**config.mk**
```make
export PLATFORM = sky130hd
export DESIGN_NAME = temp_sensor_reader
export DESIGN_NICKNAME = d
export VERILOG_FILES = /design/src/rtl/temp_sensor_pkg.sv /design/src/rtl/temp_sensor_reader_sclk_gen.sv /design/src/rtl/temp_sensor_reader.sv
export SDC_FILE = /design/constraint.sdc
export NUM_CORES = 1
export LEC_CHECK = 0
export ABC_AREA = 1
export BUFFER_PORTS_ARGS = -buffer_cell sky130_fd_sc_hd__buf_2
export CAP_MARGIN = 10
export CORE_AREA = 8 8 85 68
export CTS_CLUSTER_SIZE = 16
export DETAILED_ROUTE_END_ITERATION = 16
export DIE_AREA = 0 0 93 76
export PLACE_DENSITY = 0.7
export SYNTH_ARGS = -nofsm -noshare
export SYNTH_HDL_FRONTEND = slang
export SYNTH_HIERARCHICAL = 1
export SYNTH_SLANG_ARGS = --single-unit
```
**constraint.sdc**
```tcl
create_clock -name clk_i -period 3.2 [get_ports clk_i]
set_clock_uncertainty 0.15 [all_clocks]
set_input_delay 0.96 -clock clk_i [delete_from_list [all_inputs] [get_ports clk_i]]
set_output_delay 0.96 -clock clk_i [all_outputs]
set_load 0.05 [all_outputs]
```
**src/rtl/temp_sensor_pkg.sv**
```systemverilog
`default_nettype none
// ============================================================================
// Module : temp_sensor_pkg
// Brief  : Shared types and constants for the temperature sensor reader.
// Rev    : 1.0
// ============================================================================
package temp_sensor_pkg;

    typedef enum logic [2:0] {
        ST_IDLE    = 3'd0,
        ST_WAIT    = 3'd1,
        ST_SHIFT   = 3'd2,
        ST_HOLD    = 3'd3,
        ST_PUBLISH = 3'd4
    } state_e;

    typedef logic signed [7:0] temp_t;

    localparam int FRAME_BITS  = 9;
    localparam int HOLD_HALVES = 1;

    // Frame layout is {data[7:0], parity}; even parity means the data XOR equals the parity bit.
    function automatic logic parity_ok(input logic [FRAME_BITS-1:0] frame);
        return (^frame[FRAME_BITS-1:1]) == frame[0];
    endfunction

endpackage
`default_nettype wire

```
**src/rtl/temp_sensor_reader_sclk_gen.sv**
```systemverilog
`default_nettype none
// ============================================================================
// Module : sclk_gen
// Brief  : Half-period divider producing the serial clock and edge strobes.
// Rev    : 1.0
// ============================================================================
module sclk_gen #(
    parameter int CLK_DIV = 4
) (
    input  logic clk_i,
    input  logic rst_ni,
    input  logic en_i,
    output logic sclk_o,
    output logic rise_o,
    output logic fall_o
);

    localparam int                 c_cnt_w   = (CLK_DIV > 1) ? $clog2(CLK_DIV) : 1;
    localparam logic [c_cnt_w-1:0] c_cnt_max = c_cnt_w'(CLK_DIV - 1);

    logic [c_cnt_w-1:0] r_cnt;
    logic               r_sclk;
    logic               w_half_done;

    assign w_half_done = en_i && (r_cnt == c_cnt_max);

    // Disabled means parked low with a fresh count, so each frame starts aligned.
    always_ff @(posedge clk_i or negedge rst_ni) begin
        if (!rst_ni) begin
            r_cnt  <= '0;
            r_sclk <= 1'b0;
        end else if (!en_i) begin
            r_cnt  <= '0;
            r_sclk <= 1'b0;
        end else if (w_half_done) begin
            r_cnt  <= '0;
            r_sclk <= ~r_sclk;
        end else begin
            r_cnt  <= r_cnt + 1'b1;
        end
    end

    assign sclk_o = r_sclk;
    assign rise_o = w_half_done && !r_sclk;
    assign fall_o = w_half_done &&  r_sclk;

endmodule
`default_nettype wire

```
**src/rtl/temp_sensor_reader.sv**
```systemverilog
`default_nettype none
// ============================================================================
// Module : temp_sensor_reader
// Brief  : Periodic read-only serial reader for a parity-protected 8-bit signed sample.
// Rev    : 1.0
// ============================================================================
module temp_sensor_reader
    import temp_sensor_pkg::*;
#(
    parameter int CLK_DIV       = 4,
    parameter int SAMPLE_PERIOD = 1000
) (
    input  logic  clk_i,
    input  logic  rst_ni,
    input  logic  en_i,
    input  logic  sdi_i,
    output logic  cs_no,
    output logic  sclk_o,
    output temp_t temperature_o,
    output logic  valid_o,
    output logic  err_o,
    output logic  busy_o
);

    localparam int                  c_per_w       = $clog2(SAMPLE_PERIOD);
    localparam logic [c_per_w-1:0]  c_per_reload  = c_per_w'(SAMPLE_PERIOD - 1);
    localparam int                  c_hold_cycles = HOLD_HALVES * CLK_DIV;
    localparam int                  c_hold_w      = $clog2(c_hold_cycles + 1);
    localparam logic [c_hold_w-1:0] c_hold_last   = c_hold_w'(c_hold_cycles - 1);
    localparam int                  c_bit_w       = $clog2(FRAME_BITS + 1);
    localparam logic [c_bit_w-1:0]  c_bit_last    = c_bit_w'(FRAME_BITS - 1);

    state_e                r_state;
    state_e                w_next;
    logic [c_per_w-1:0]    r_period;
    logic [c_bit_w-1:0]    r_bit_cnt;
    logic [c_hold_w-1:0]   r_hold_cnt;
    logic [FRAME_BITS-1:0] r_shift;
    logic                  r_good;
    temp_t                 r_temp;

    logic w_rise;
    logic w_fall;
    logic w_frame_start;
    logic w_shift_done;
    logic w_hold_done;
    logic w_publish_load;

    sclk_gen #(
        .CLK_DIV (CLK_DIV)
    ) u_sclk_gen (
        .clk_i  (clk_i),
        .rst_ni (rst_ni),
        .en_i   (r_state == ST_SHIFT),
        .sclk_o (sclk_o),
        .rise_o (w_rise),
        .fall_o (w_fall)
    );

    assign w_shift_done   = w_fall && (r_bit_cnt == c_bit_last);
    assign w_hold_done    = (r_hold_cnt == c_hold_last);
    assign w_frame_start  = (w_next == ST_SHIFT) && (r_state != ST_SHIFT);
    assign w_publish_load = (r_state == ST_HOLD) && w_hold_done;

    always_ff @(posedge clk_i or negedge rst_ni) begin
        if (!rst_ni) begin
            r_state <= ST_IDLE;
        end else begin
            r_state <= w_next;
        end
    end

    always_comb begin
        w_next = r_state;
        case (r_state)
            ST_IDLE:    if (en_i) w_next = ST_SHIFT;
            ST_WAIT: begin
                if (!en_i)                 w_next = ST_IDLE;
                else if (r_period == '0)   w_next = ST_SHIFT;
            end
            ST_SHIFT:   if (w_shift_done) w_next = ST_HOLD;
            ST_HOLD:    if (w_hold_done)  w_next = ST_PUBLISH;
            ST_PUBLISH: w_next = en_i ? ST_WAIT : ST_IDLE;
            default:    w_next = ST_IDLE;
        endcase
    end

    always_comb begin
        cs_no   = 1'b1;
        busy_o  = 1'b0;
        valid_o = 1'b0;
        err_o   = 1'b0;
        case (r_state)
            ST_SHIFT, ST_HOLD: begin
                cs_no  = 1'b0;
                busy_o = 1'b1;
            end
            ST_PUBLISH: begin
                busy_o  = 1'b1;
                valid_o = r_good;
                err_o   = !r_good;
            end
            default: ;
        endcase
    end

    // Period counter runs through the whole frame so frame starts stay SAMPLE_PERIOD apart.
    always_ff @(posedge clk_i or negedge rst_ni) begin
        if (!rst_ni) begin
            r_period <= '0;
        end else if (w_frame_start) begin
            r_period <= c_per_reload;
        end else if ((r_state != ST_IDLE) && (r_period != '0)) begin
            r_period <= r_period - 1'b1;
        end
    end

    always_ff @(posedge clk_i or negedge rst_ni) begin
        if (!rst_ni) begin
            r_bit_cnt  <= '0;
            r_hold_cnt <= '0;
        end else begin
            if (r_state != ST_SHIFT) r_bit_cnt <= '0;
            else if (w_fall)         r_bit_cnt <= r_bit_cnt + 1'b1;

            if (r_state != ST_HOLD)  r_hold_cnt <= '0;
            else                     r_hold_cnt <= r_hold_cnt + 1'b1;
        end
    end

    always_ff @(posedge clk_i or negedge rst_ni) begin
        if (!rst_ni) begin
            r_shift <= '0;
        end else if (w_rise) begin
            r_shift <= {r_shift[FRAME_BITS-2:0], sdi_i};
        end
    end

    // Verdict and sample land on the edge entering PUBLISH so they line up with the strobes.
    always_ff @(posedge clk_i or negedge rst_ni) begin
        if (!rst_ni) begin
            r_good <= 1'b0;
            r_temp <= '0;
        end else if (w_publish_load) begin
            r_good <= parity_ok(r_shift);
            if (parity_ok(r_shift)) begin
                r_temp <= temp_t'(r_shift[FRAME_BITS-1:1]);
            end
        end
    end

    assign temperature_o = r_temp;

endmodule
`default_nettype wire
```
# Word level (Yosys, flattened, before mapping)
# Cells that the tools add are included.
classes:
  multipliers: 0
  eq_ne: 12
  magnitude_cmp: 0
  mux: 20
  n_bitwise: 1
  shift: 0
  add_sub_neg: 4
  reduce_logical: 19
  div_mod_pow: 0
ops:
  columns: ["op", "n"]
  rows:
  - ["two-way mux 10 bit", 2]
  - ["two-way mux 3 bit", 6]
  - ["case mux 3 bit (5 select lines)", 1]
  - ["== test 3 x 2 -> 1 bit, second input constant", 4]
  - ["logical NOT 10 bit", 1]
  - ["nonzero test 10 bit", 1]
  - ["subtractor 10 x 1 -> 10 bit, second input constant", 1]
  - ["two-way mux 4 bit", 2]
  - ["parity 8 bit", 1]
  - ["logical AND 1 bit", 7]
  - ["two-way mux 1 bit", 7]
  - ["!= test 3 x 2 -> 1 bit, second input constant", 2]
  - ["adder 4 x 1 -> 4 bit, second input constant", 1]
  - ["== test 4 bit, second input constant", 1]
  - ["two-way mux 2 bit", 2]
  - ["nonzero test 2 bit", 2]
  - ["adder 3 x 1 -> 3 bit, second input constant", 1]
  - ["== test 3 x 1 -> 1 bit, second input constant", 1]
  - ["== test 3 bit, second input constant", 1]
  - ["logical NOT 3 bit", 1]
  - ["nonzero test 3 bit", 1]
  - ["OR reduction 3 bit", 1]
  - ["adder 2 x 1 -> 2 bit, second input constant", 1]
  - ["== test 2 bit, second input constant", 1]
  - ["6 further kinds", 7]
totals:
  memories: 0
  latch_bits: 0
  rom_bits: 0
  input_bits: 4
  ramBits: 0
  regBits: 41
  out_inout_bits: 13
  word_cells: 65

# Depth between registers and ports, before layout
logic_depth:
  ltp_word: 9
  ltp_mapped: 11
  mapped_depth_nobuf: 10

# Cells and area by module
# Netlist, hierarchy kept.
by_module_without_submodules:
  columns: ["module", "area_per_inst_um2", "instances", "seq_area_each_um2", "cells_each"]
  rows:
  - ["temp_sensor_reader", 1995.7, 1, 950.9, 260]
  - ["sclk_gen", 135.1, 1, 75.1, 16]

# Least setup slack after synthesis
# OpenSTA, ideal clock, no wires.
synth_path:
  path_kind: "register to output"
  start: "register r_state[0]"
  end: "output port err_o"
  path_slack_ps: 801
  arrival_time_ps: 1289
  n_path_buf: 0
  stages_incl_launch_ff: 4
  required_ps: 2090
  path_cell_list: "dfrtp_1 -> inv_1 -> nand3_1 -> nor2_1"
synth_via:
  elab_chain_cells: 2
synth_rtl:
  columns: ["item", "line_no", "text"]
  rows:
  - ["start: declaration", "temp_sensor_reader.sv:33", "state_e r_state;"]
  - ["start signal: assignment", "temp_sensor_reader.sv:69", "r_state <= w_next;"]
  - ["== test 3 bit", "temp_sensor_reader.sv:93", "case (r_state)"]
  - ["two-way mux 1 bit", "temp_sensor_reader.sv:93", null]
  - ["end: declaration", "temp_sensor_reader.sv:21", "output logic err_o,"]
# Every way passes these cells.

# Final worst setup path
layout_path:
  start: "register r_state[0]"
  end: "output port valid_o"
layout_via:
  elab_chain_cells: 2
layout_rtl:
  columns: ["item", "line_no", "text"]
  rows:
  - ["== test 3 bit", "temp_sensor_reader.sv:93", null]
  - ["two-way mux 1 bit", "temp_sensor_reader.sv:93", null]
  - ["end: declaration", "temp_sensor_reader.sv:20", "output logic valid_o,"]
# Every way passes these cells.

==> key figures <==
Final layout
  – Commonest non-fill, non-tap cell in the layout: sky130_fd_sc_hd__nand2_1
  – Non-filler cells, final: 356
  – Post-layout nets: around 310
  – Total inserted antenna cells: 0
  – Most frequent cells in the layout: sky130_fd_sc_hd__nand2_1 (98), sky130_fd_sc_hd__dfrtp_1 (41), sky130_fd_sc_hd__inv_1 (32)
  – Growth of design area from synthesis to finish: 10.2%
  – Post-route cell area: 2350 sq um
  – Final Core Density: 51.4%
  – Fraction of final layout cells sized beyond drive strength 1: between 10% and 20%

GRT
  – Met2 Resource Use GR: between 10% and 20%
  – Met1 GRT Util: about 17%
  – Initial antenna violation count: 0
  – Leftover overflow at the end of global routing: 0
  – Maximum number of pins on one net before global-route repair: 42
  – Met3 Use GR: 3.94%
  – Combined global-route utilization of all metal layers: between 10% and 20%
  – First-pass GRT wire length: 7100 microns
  – Top Usage Layer GRT: met2
  – Vias in the first global route: between 1500 and 2000

STA
  – Pins over their slew limit: 0
  – Shortest clock period the worst path allows after layout: around 2.5 ns
  – Upper clock frequency limit: 393 MHz
  – Final Hold Vio Count: 0
  – Total negative slack: 0 ns
  – Final-report setup violation count: 0
  – Measured slew at the worst slew-check pin: 0.899 ns
  – Setup repair after global routing missed its margin: no
  – Final worst setup slack: 0.656 ns
  – Worst slew margin relative to its limit: 40.1%
  – Minimum hold slack: approximately 0.30 ns
  – Part of the cycle the worst path needs: between 70% and 80%

Floorplanning
  – Die ar.: between 7000 and 8000 sq um
  – Overall die height: about 76 microns
  – Core Rows: 22
  – Initial core utilization: 46.6%
  – Die Width: approximately 93 microns
  – Top-level I/O count: 17
  – Standard cell core area: 4570 sq um

Route
  – Mean number of vias per cell: between 4 and 5
  – Aggregate routed wire length: ~4000 microns
  – DRC violations left: 0
  – Detail Route Antenna Nets: 0
  – First DRT Iteration DRCs: 75
  – Via count of the routed design: 1675
  – Initial DRT Pass Iterations: 4
  – DR WL/cell: roughly 11 microns

Place
  – Number of placed instances, taps included: 348
  – HPWL after detailed placement: between 2000 and 3000 microns
  – IO Port Bufs: 16
  – Instance area after placement: approximately 2300 sq um
  – Pre-CTS setup slack: between 0.9 and 1 ns
  – Global placer's final weighted congestion: 0.754

Setup path
  – Slowest cell on the critical path: sky130_fd_sc_hd__dfrtp_1
  – Peak fanout along the critical path: 4
  – CP endpoint kind: output port
  – Required arrival time at the worst endpoint: between 2 and 2.5 ns
  – Delay-heaviest family, CP: flip-flops
  – WP buf/inv: 2
  – Arrival time of the worst setup path: between 1 and 1.5 ns
  – Kind of critical path: flop to output port
  – Sort of element at the start of the critical path: flop
  – Reg-to-reg critical path startpoint: r_period[0]
  – Delay of the slowest cell on the worst path: 0.43 ns
  – Launching instance or port of the critical path: r_state[0]
  – Cells along the critical path: inv_1 > nand3_1 > nor2_1 > buf_2

Clock tree
  – Number of clock sinks: just over 40
  – H-tree lvl count: 2
  – Clock tree from TritonCTS: done
  – Cells resized by post-CTS repair: 0
  – Insertion delay of the later-clocked pin in the worst-skew pair: approximately 0.30 ns
  – Clk pin slew, worst setup/hold paths: 0.08 ns
  – Clock tree root driver cell: sky130_fd_sc_hd__clkbuf_8
  – Post-CTS Setup Inserts: 0
  – Number of hold buffers added after cts: 0
  – Inserted Clock Buffers: 5
  – Maximum buffer depth of the clock tree: 2

Synth
  – Compound-cell area share of the yosys netlist: roughly 5.5%
  – Commonest register cell after synthesis: sky130_fd_sc_hd__dfrtp_1
  – Synthesized Nets: roughly 290
  – XOR/XNOR share of the synthesized area: about 2.1%
  – Largest family of logic cells by synthesized area: simple AND/OR/NAND/NOR gates
  – Mux cell area share after synthesis: 0%
  – Number of different library cells in the post-synthesis netlist: 25
  – Post-synth design cell area: around 2100 sq um
  – Synth Warn #: 6
  – Simple-gate share of the synthesized area: 33.6%
  – Sequential-to-total area share from yosys stat: between 40% and 50%
  – Gate count after technology mapping: about 280
  – Adder and majority gate portion of the synthesized area: approximately 3.5%
  – Syn_area_per_cell: around 7.7 sq um
  – Number of synthesized flops with an enable pin: 0
  – Post-synth ARST share: 100%
  – Synth Register Bits: between 40 and 50

Flow run
  – Max-cap check violation count: 0

Hold path
  – Class of the worst hold path: flop to flop
  – Hold path start: r_hold_cnt[0]

Outcome
  – Run status: completed

Power
  – Total power density per cell area: approximately 850 nW/um^2
  – Static leakage: around 1.2 nW
  – Power after layout: about 2 mW
  – Maximum vdd drop: ~0.47 mV
-- state kept, by name, summed over array words and instances, names as in the netlist --
signal,cells
r_shift,9
r_state,3
u_sclk_gen/r_cnt,2
r_hold_cnt,3
u_sclk_gen/sclk_o,1
r_good,1
temperature_o,8
r_period,10
r_bit_cnt,4
-- logic make-up after synthesis --
kind of cell	after synthesis
AND/OR/NAND/NOR	165
buffers and inverters	38
AO/OA/AOI/OAI	21
adder cells (fa/ha/maj)	6
flip-flops	41
XOR/XNOR	5
-- per-layer routing --
layer / vias to the layer above / routed length (microns)
met5: - / 0
met4: 0 / 35
met3: 2 / 241
met2: 29 / 1710
met1: 746 / 2070
li1: 898 / -
-- synthesized netlist by cell type (2+ instances only) --
master,number,area [sq um]
sky130_fd_sc_hd__a21oi_1,5,25.0
sky130_fd_sc_hd__nand2_1,98,368
sky130_fd_sc_hd__nor3_1,2,10.0
sky130_fd_sc_hd__ha_1,6,75.1
sky130_fd_sc_hd__inv_1,32,120
sky130_fd_sc_hd__nor2_2,2,12.5
sky130_fd_sc_hd__xor2_1,4,35.0
sky130_fd_sc_hd__o21ai_0,12,60.1
sky130_fd_sc_hd__o211ai_1,2,15.0
sky130_fd_sc_hd__nor2_1,25,93.8
sky130_fd_sc_hd__clkbuf_1,2,7.51
sky130_fd_sc_hd__dfrtp_1,41,1030
sky130_fd_sc_hd__nand3b_1,3,22.5
sky130_fd_sc_hd__nand3_1,29,145
sky130_fd_sc_hd__a21oi_2,2,17.5
sky130_fd_sc_hd__buf_2,2,10.0
-- power by group --
part / internal [mW] / switching, mW / leakage, nW
combinational: 0.289 / 0.585 / 0.653
clock: 0.151 / 0.178 / 0.0450
sequential: 0.658 / 0.130 / 0.531
-- area by class of cell --
class,count,area (sq um)
clock inverter,2,10.0
fill,464,2220
multi-input combinational,197,952
clock buffer,6,72.6
inverter,33,124
timing repair buffer,17,87.6
tap,60,75.1
sequential,41,1030
-- final timing paths --
path                       slack (ns)            end  cells past startpoint
max                              0.66        valid_o                      4
min                              0.30  r_hold_cnt[0]                      1
max reg2reg                      1.12    r_period[3]                      9
min reg2reg                      0.30  r_hold_cnt[0]                      1
max in group asynchronous        1.70    r_period[9]                      1
min in group asynchronous        0.64     r_state[2]                      1
Power figures use the tool's default switching activity.
